### src/rtl/fifo_rd_pkg.sv
// Shared definitions for the router fifo read-side controller: FSM encoding and defaults.
package fifo_rd_pkg;
  typedef enum logic [1:0] {
    ST_IDLE   = 2'd0,
    ST_ACTIVE = 2'd1,
    ST_DRAIN  = 2'd2
  } rd_state_e;

  localparam int DEF_WIDTH   = 2;
  localparam int DEF_PKT_LEN = 4;
  localparam int DEF_CNT_W   = 16;

  // Width of a counter holding 0..n-1; a single-item packet still needs one bit.
  function automatic int cnt_bits(input int n);
    return (n > 1) ? $clog2(n) : 1;
  endfunction
endpackage

### src/rtl/fifo_pop_ctrl_skid_buf2.sv
// Two-entry valid/ready buffer (main + skid); accepts only while the skid slot is free.
module skid_buf2 #(
  parameter int W = 3
) (
  input  logic         clk,
  input  logic         reset,
  input  logic         in_valid,
  output logic         in_ready,
  input  logic [W-1:0] in_data,
  output logic         out_valid,
  input  logic         out_ready,
  output logic [W-1:0] out_data,
  output logic         skid_valid
);
  logic [W-1:0] skid_data;
  logic         hs;
  logic         push;

  assign in_ready = !skid_valid;
  assign hs       = out_valid & out_ready;
  assign push     = in_valid & in_ready;

  // push and skid_valid are exclusive, so skid refill and skid drain never collide
  always_ff @(posedge clk or posedge reset) begin
    if (reset) begin
      out_valid  <= 1'b0;
      out_data   <= '0;
      skid_valid <= 1'b0;
      skid_data  <= '0;
    end else if (push) begin
      if (!out_valid || hs) begin
        out_data  <= in_data;
        out_valid <= 1'b1;
      end else begin
        skid_data  <= in_data;
        skid_valid <= 1'b1;
      end
    end else if (hs) begin
      if (skid_valid) begin
        out_data   <= skid_data;
        skid_valid <= 1'b0;
      end else begin
        out_valid <= 1'b0;
      end
    end
  end
endmodule

### src/rtl/fifo_pop_ctrl.sv
// Pops a show-ahead fifo, frames items into PKT_LEN-item packets and streams them out
// through a skid buffer; on disable it finishes the open packet before going idle.
module fifo_pop_ctrl
  import fifo_rd_pkg::*;
#(
  parameter int WIDTH   = DEF_WIDTH,
  parameter int PKT_LEN = DEF_PKT_LEN,
  parameter int CNT_W   = DEF_CNT_W
) (
  input  logic             clk,
  input  logic             reset,
  input  logic             enable,
  input  logic             fifo_empty,
  input  logic [WIDTH-1:0] fifo_item,
  output logic             fifo_read,
  output logic             out_valid,
  output logic [WIDTH-1:0] out_data,
  output logic             out_last,
  input  logic             out_ready,
  output logic             busy,
  output logic [CNT_W-1:0] pkt_count
);
  localparam int              PC_W     = cnt_bits(PKT_LEN);
  localparam logic [PC_W-1:0] LAST_POS = PC_W'(PKT_LEN - 1);

  rd_state_e       state;
  logic [PC_W-1:0] pop_cnt;
  logic            pop_allowed;
  logic            at_last;
  logic            sb_in_ready;
  logic            skid_valid;
  logic [WIDTH:0]  sb_out;

  assign pop_allowed = ((state == ST_ACTIVE) && enable) || (state == ST_DRAIN);
  assign fifo_read   = pop_allowed & !fifo_empty & sb_in_ready;
  assign at_last     = (pop_cnt == LAST_POS);

  // last tag travels with the item as the buffer's top bit
  skid_buf2 #(.W(WIDTH + 1)) u_skid (
    .clk        (clk),
    .reset      (reset),
    .in_valid   (fifo_read),
    .in_ready   (sb_in_ready),
    .in_data    ({at_last, fifo_item}),
    .out_valid  (out_valid),
    .out_ready  (out_ready),
    .out_data   (sb_out),
    .skid_valid (skid_valid)
  );

  assign out_last = sb_out[WIDTH];
  assign out_data = sb_out[WIDTH-1:0];
  assign busy     = (state != ST_IDLE) | out_valid | skid_valid;

  always_ff @(posedge clk or posedge reset) begin
    if (reset) begin
      state   <= ST_IDLE;
      pop_cnt <= '0;
    end else begin
      case (state)
        ST_IDLE:   if (enable) state <= ST_ACTIVE;
        ST_ACTIVE: if (!enable) state <= (pop_cnt == '0) ? ST_IDLE : ST_DRAIN;
        ST_DRAIN:  if (fifo_read && at_last) state <= ST_IDLE;
        default:   state <= ST_IDLE;
      endcase
      if (fifo_read) pop_cnt <= at_last ? '0 : pop_cnt + PC_W'(1);
    end
  end

  always_ff @(posedge clk or posedge reset) begin
    if (reset) pkt_count <= '0;
    else if (out_valid && out_ready && out_last) pkt_count <= pkt_count + CNT_W'(1);
  end
endmodule

### config.mk
export PLATFORM = sky130hd
export DESIGN_NAME = fifo_pop_ctrl
export DESIGN_NICKNAME = d
export VERILOG_FILES = /design/src/rtl/fifo_rd_pkg.sv /design/src/rtl/fifo_pop_ctrl_skid_buf2.sv /design/src/rtl/fifo_pop_ctrl.sv
export SDC_FILE = /design/constraint.sdc
export NUM_CORES = 1
export LEC_CHECK = 0
export CAP_MARGIN = 30
export CORE_UTILIZATION = 53
export DETAILED_ROUTE_END_ITERATION = 10
export PLACE_DENSITY = 0.84
export SLEW_MARGIN = 20
export SYNTH_ARGS = -nofsm -noshare
export SYNTH_HDL_FRONTEND = slang
export SYNTH_HIERARCHICAL = 1
export SYNTH_SLANG_ARGS = --single-unit
### constraint.sdc
create_clock -name clk -period 4.4 [get_ports clk]
set_clock_uncertainty 0.15 [all_clocks]
set_input_delay 0.88 -clock clk [delete_from_list [all_inputs] [get_ports clk]]
set_output_delay 0.88 -clock clk [all_outputs]
set_load 0.02 [all_outputs]
# After elaboration in Yosys (flattened, before gate mapping)
# Cells that the tools add are included.
# totals
register_bits	28
inputBits	7
out_inout_bits	22
wordCells	61
# classes
addsub	2
eq_ne	9
muxes	17
bitwise_logic	7
n_reduce_logical	19
# op_table
operator	n
$add A16 B1 Y16 const B	1
$mux W3	4
$mux W2	5
$ne A2 B2 Y1 const B	5
$reduce_and A3 Y1	3
$mux W1	7
$pmux W2 S3	1
$reduce_bool A2 Y1	3
$and A1 B1 Y1	4
$eq A2 B2 Y1 const B	2
$logic_and A1 B1 Y1	4
$logic_not A2 Y1	2
$reduce_and A2 Y1	2
$logic_not A1 Y1	3
$add A2 B1 Y2 const B	1
$eq A2 B1 Y1 const B	1
$logic_or A1 B1 Y1	2
$ne A2 B1 Y1 const B	1
$or A1 B1 Y1	2
$not A1 Y1	1

# Depth between registers and ports, before layout
# depth
depth_word	8
mapped_depth	6
mapped_depth_nobuf	6

# Hierarchy
# The synthesis kept the hierarchy.
# by_module_without_submodules
module	n_inst	cells_each	area_each_um2	seq_area_each_um2
fifo_pop_ctrl	1	81	934.6	500.5
skid_buf2	1	29	396.6	200.2

# Least setup slack after synthesis
# No wires, ideal clock.
# synth_path
kind	input port to flip-flop
from	input enable
to	register u_skid.out_data[0]
setup_ns	0.125
arrival_time_ns	2.372
required_time_ns	4.125
slack_ns	1.753
cell_stages	6
n_path_buf	0
cell_sequence	nor2b_1 > mux2_2 > and3_1 > nor2b_2 > mux2_4 > mux2_4
# synth_via
elab_chain_len	7
word_cells_on_any_way	10
classes_between	1 x eq/ne; 1 x mux; 3 x bitwise; 5 x reduce/logical
# synth_lines
item	line	source
start, declared	fifo_pop_ctrl.sv:12	input logic enable,
$logic_and A1 B1 Y1 (*)	fifo_pop_ctrl.sv:34	assign pop_allowed = ((state == ST_ACTIVE) && enable) || (state == ST_DRAIN);
$logic_or A1 B1 Y1 (*)	fifo_pop_ctrl.sv:34	
$and A1 B1 Y1 (*) (2 in series)	fifo_pop_ctrl.sv:35	assign fifo_read = pop_allowed & !fifo_empty & sb_in_ready;
via fifo_read	fifo_pop_ctrl.sv:15	output logic fifo_read,
$and A1 B1 Y1 (*)	fifo_pop_ctrl_skid_buf2.sv:21	assign push = in_valid & in_ready;
$ne A2 B2 Y1 (no source line) / $reduce_bool A2 Y1 (equally long branches)	n/a	
$reduce_and A3 Y1 (no source line)	n/a	
end signal, assigned	fifo_pop_ctrl_skid_buf2.sv:32	out_data <= in_data;
end signal, assigned	fifo_pop_ctrl_skid_buf2.sv:40	out_data <= skid_data;
end, declared	fifo_pop_ctrl_skid_buf2.sv:12	output logic [W-1:0] out_data,
# The timed path passes the listed nets; every way through them passes the cells marked *.
# A chain may end at the register's enable or synchronous reset.

# Worst setup path after layout
# layout_path
from	input enable
to	output fifo_read
# layout_via
elab_chain_len	4
# layout_lines
item	line
$logic_and A1 B1 Y1	fifo_pop_ctrl.sv:34
$logic_or A1 B1 Y1	fifo_pop_ctrl.sv:34
$and A1 B1 Y1 (2 in series)	fifo_pop_ctrl.sv:35
end, declared	fifo_pop_ctrl.sv:15
# Every way passes these cells.

==> key figures <==
Worst setup path
  – Crit-path max FO: 6
  – Most used cell, CP: clkdlybuf4s50_1
  – Sequence of cells on the critical path: clkdlybuf4s50_1 -> nor2b_1 -> mux2_2 -> and3_1 -> clkdlybuf4s50_1
  – CP max-delay cell: clkdlybuf4s50_1
  – Worst EP arrival: 2670 ps
  – CP Launch Type: primary input
  – Crit path largest cell delay: 650 ps
  – Crit. End Element: output port
  – Setup CP Type: in2out
  – Worst EP required: about 3400 ps

Placement
  – Placed cell area: roughly 1600 um^2
  – GP Congestion: ~0.77
  – Port bufs: 28
  – Final HPWL DP: 1890 um

Global routing
  – Total congestion overflow: 0
  – Gr usage total: 0.2128
  – Pin count of the biggest net entering global routing: 21
  – First-pass GRT wire length: ~4100 um
  – Vias in the first global route: 950
  – Antenna violations before repair: 0

STA
  – Worst Hold Slack: between 300 and 400 ps
  – Min Tclk post-route: 3697 ps
  – Fmax achieved: around 270 MHz
  – Unrepaired setup endpoints after global routing: false
  – Worst-Margin Slew: between 700 and 800 ps
  – # setup viols final: 0
  – Period utilization: 0.8402
  – Setup TNS: 0 ps
  – Hold Fails Final Rpt: 0
  – Slew HR: 0.4840
  – Slew Viols, Final: 0

Clock network
  – Clk Latency, worst-skew pair: 320 ps
  – Htree depth: 1
  – # clock sinks: 28
  – CTS Root Cell: clkbuf_4
  – Worst-path clk slew: around 140 ps
  – Total clock buffers created by CTS: 3
  – Postcts setup bufs: 0
  – Clk buf depth: 2
  – CTS tree: yes
  – Post-cts resize count: 0
  – Hold buffers post-CTS: 0

Run
  – Max-Cap Viols: 0

Hold path
  – Worst min path class: reg2reg

Drt
  – Routed vias: 922
  – Detail Route Antenna Nets: 0
  – DRC: 0
  – Post-DR vias/cell: ~5.5
  – TritonRoute pass-1 iters: 4
  – Routed wire length: 2449 um
  – First DRT Iteration DRCs: 9
  – Avg WL per Cell: 14.49 um

Synth
  – Ys Warns: 6
  – Synth Cell Area: between 1000 and 1500 um^2
  – Post-synth cell types: 28
  – Synthesized area per cell: ~12 um^2
  – Seq/Total Area, Yosys: 0.5263
  – Synth Instances: between 100 and 150
  – Syn Nets: 120
  – Number of synthesized flops with an enable pin: 0
  – #FFs+latches synth: 28
  – Top_reg_cell synth: dfrtp_1
  – Asr flop ratio synth: 1.000

Final layout
  – Ratio of cells with drive above 1 in the final layout: 0.1418
  – Commonest non-fill, non-tap cells in the layout: clkdlybuf4s50_1, dfrtp_1, xnor2_1
  – # diodes: 0
  – Area of the multi-input gates: 589.3 um^2
  – Synth-to-layout area growth: 25.56%
  – Fill cells: 182
  – Register area: about 700 um^2
  – Post-route cell area: 1672 um^2
  – Util after Layout: 0.7277
  – Nets: 152

Power
  – Pwr per Cell Area: 438.4 nW/um^2
  – Leak pwr: a little over 0.8 nW
  – Worst vdd ir: 329.7 uV

Die
  – # IOs: 29
  – Core region area: approximately 2300 um^2
  – DIE WIDTH: 52.12 um
  – Die area: 2716 um^2
  – Std cell rows: 17
  – Starting density of the core: 0.5795
  – Die H: 52.12 um

Status
  – Status: finished, final reports clean
-- where the power goes --
part / internal, mW / switching (mW) / total (mW)
clock: 0.0506 / 0.0737 / 0.124
sequential: 0.307 / 0.0508 / 0.357
combinational: 0.142 / 0.109 / 0.251
-- worst max-delay path: cells and delay by family --
family / cells / cell delay [ps]
mux: 1 / 170
buf+inv: 2 / 1130
simple gates: 2 / 470
-- state kept, by name (all words and copies together), names as in the netlist --
signal and count:
pop_cnt 2, u_skid/out_valid 1, u_skid/skid_valid 1, state 2
u_skid/skid_data 3, u_skid/out_data 3, pkt_count 16
-- per-layer routing --
metal  track usage  wire length [um]  part of all wire  up-vias
met4        0.1081                35             0.014        0
met1        0.2271               981              0.40      461
met3       0.02924                75             0.031        4
li1              -                 -                 -      435
met5             0                 0                 0        -
met2        0.3996              1357              0.55       22
-- cell families (layout without fill, tap and decap cells) --
family,Yosys count,count (layout),share of synthesized area
buf+inv,9,40,0.03102
simple gates,36,36,0.1598
compound gates,6,6,0.02914
xor+xnor,15,15,0.09869
fa+ha+maj,3,3,0.02820
flops,28,28,0.5263
mux,13,13,0.1269
-- worst paths after layout --
check | cells after the start | start | end | slack [ps]
setup / recovery | 5 | enable | fifo_read | 700
hold / removal | 1 | pkt_count[10] | pkt_count[10] | 350
setup reg to reg | 6 | state[1] | u_skid/out_data[2] | 2170
hold reg to reg | 1 | pkt_count[10] | pkt_count[10] | 350
max in group asynchronous | 2 | reset | pkt_count[13] | 2770
min in group asynchronous | 2 | reset | u_skid/out_valid | 660
-- cell usage after synthesis (2+ instances only) --
cell | number | area share
nor2_1 | 6 | 0.017
mux2_1 | 3 | 0.025
o21ai_0 | 2 | 0.0075
xnor2_1 | 9 | 0.059
a21oi_1 | 2 | 0.0075
nand3_1 | 5 | 0.019
xor2_1 | 6 | 0.039
mux2_2 | 4 | 0.034
nand2_1 | 8 | 0.023
mux2_4 | 6 | 0.068
nand2b_1 | 2 | 0.0094
inv_1 | 8 | 0.023
ha_1 | 3 | 0.028
dfrtp_1 | 28 | 0.53
and3_1 | 4 | 0.019
nand4_1 | 2 | 0.0094
-- area by class of cell --
cell class | count | share of cell area
tap | 28 | 0.02096
multi-input combinational | 73 | 0.3525
timing repair buffer | 28 | 0.1677
clock buffer | 4 | 0.02171
sequential | 28 | 0.4192
inverter | 8 | 0.01796
-- stage by stage --
stage	cells	worst slack, ps	total power, mW
5_1_grt	169	592.4	0.7734
2_1_floorplan	110	1753	0.5251
4_1_cts	169	745.0	0.7418
3_3_place_gp	165	820.2	0.6012
6_report	169	703.2	0.7329
3_5_place_dp	165	742.1	0.6145
(Power assumes the default switching activity.)
==> edit, RTL diff (config.mk and constraints unchanged) <==
Set the package constant `DEF_PKT_LEN` to 8 (it was 4).
--- a/src/rtl/fifo_rd_pkg.sv
+++ b/src/rtl/fifo_rd_pkg.sv
@@ -8,5 +8,5 @@
 
   localparam int DEF_WIDTH   = 2;
-  localparam int DEF_PKT_LEN = 4;
+  localparam int DEF_PKT_LEN = 8;
   localparam int DEF_CNT_W   = 16;
 
Formal check against the unedited RTL: not equivalent (a bounded check fails within 10 cycles, from zero or initial values and one cycle with reset high).
==> edit against the unedited design <==
Clock power is 19% higher. Cell count is 8.9% higher. Area after synthesis is 7.2% higher. Hold slack worse by 0.024 ns. Worst setup slack better by 0.056 ns. Die area is 6.9% higher. Routed wire length hardly changed. Largest cell class unchanged. Sequential power is 5% higher. Cell area is 6.7% higher. Sequential cell count is 1 higher. Power is 8.8% higher.
==> edit: results (changes against the unedited design) <==
delay-heaviest family, CP buffers and inverters (unchanged); met1 Use GR 24.2% (was 22.7%); worst vdd ir 393 uV (was 330 uV); met2 Usage GRT 33.7% (was 40.0%); Layout Nets 164 (was 152); H-tree depth 2 (was 1); CP peak stage delay 0.67 ns (was 0.65 ns); sequential-to-total area share from yosys stat 50.8% (was 52.6%); first-pass GRT wire length 4020 um (was 4100 um); CP max FO 7 (was 6); fraction of final layout cells sized beyond drive strength 1 14.9% (was 14.2%); Crit path arrival time 2.61 ns (was 2.67 ns); DRT Wirelength 2450 um (about the same); outcome complete, no violations (unchanged); max_slew headroom 46.2% (was 48.4%); synth cell count leaders dfrtp_1 (29), nand2_1 (13), xnor2_1 (11) (was dfrtp_1 (28), xnor2_1 (9), inv_1 (8), nand2_1 (8)); P_leak 0.821 nW (was 0.807 nW); top post-synthesis cells by area dfrtp_1 (51%), mux2_4 (9.5%), xnor2_1 (6.7%) (was dfrtp_1 (53%), mux2_4 (6.8%), xnor2_1 (5.9%)); Synth Net Count 130 (was 120); number of global-route vias before repair 887 (was 950); CTS Buf Count 5 (was 3); clk slew on worst S/H paths 0.08 ns (was 0.14 ns); largest net degree at the start of global routing 22 (was 21); routability cong. 0.744 (was 0.766); drt pass-1 iters 5 (was 4)
==> edit: cell types whose count changed after synthesis, sizes merged, moves of 2 or more <==
cell	before	now
and3	5	2
xor2	6	4
nand2	8	14
inv	8	6
and3b	0	2
xnor2	9	11
nand4	2	4
nor4	0	2
==> edit: layer usage <==
layer	share of wire, %	wire, um
met3	5.4	132
met1	44	1070
met2	50	1210
met5	0	0
met4	1.1	26
==> edit: cells by family after synthesis <==
logic type	after synthesis	share of synthesized area [%]
simple gates	46	19.6
flops	29	50.8
xor+xnor	15	9.20
mux	12	11.8
buf+inv	7	2.37
compound gates	6	2.63
fa+ha+maj	4	3.51
==> edit: worst paths after layout <==
path | slack (ns) | to | cells after the start | start
hold reg to reg | 0.32 | pkt_count[15]$_DFFE_PP0P_ | 1 | pkt_count[15]$_DFFE_PP0P_
hold / removal | 0.32 | pkt_count[15]$_DFFE_PP0P_ | 1 | pkt_count[15]$_DFFE_PP0P_
max in group asynchronous | 2.71 | pkt_count[0]$_DFFE_PP0P_ | 2 | reset
setup reg to reg | 2.18 | u_skid/skid_data[1]$_DFFE_PP0P_ | 6 | state[0]$_DFFE_PP0P_
min in group asynchronous | 0.68 | u_skid/out_valid$_DFFE_PP0P_ | 2 | reset
setup / recovery | 0.76 | fifo_read | 5 | enable
==> edit: power by group <==
part	total (mW)	internal [mW]	switching (mW)
combinational	0.274	0.160	0.114
clock	0.148	0.0636	0.0840
sequential	0.376	0.319	0.0576
==> edit: layout make-up <==
type | count | area, um^2
repair buffers | 28 | 280
fillers | 205 | 739
well taps | 30 | 37.5
multi-input cells | 83 | 668
inverters | 6 | 22.5
flip-flops and latches | 29 | 726
clock buffers | 8 | 48.8
==> edit: metrics by stage <==
stage	worst slack, ns	instances	instance area [um^2]
floorplan	1.96	119	1430
global placement	0.787	176	1730
detailed placement	0.784	176	1730
CTS	0.769	184	1780
global route	0.672	184	1780
finish	0.759	184	1780
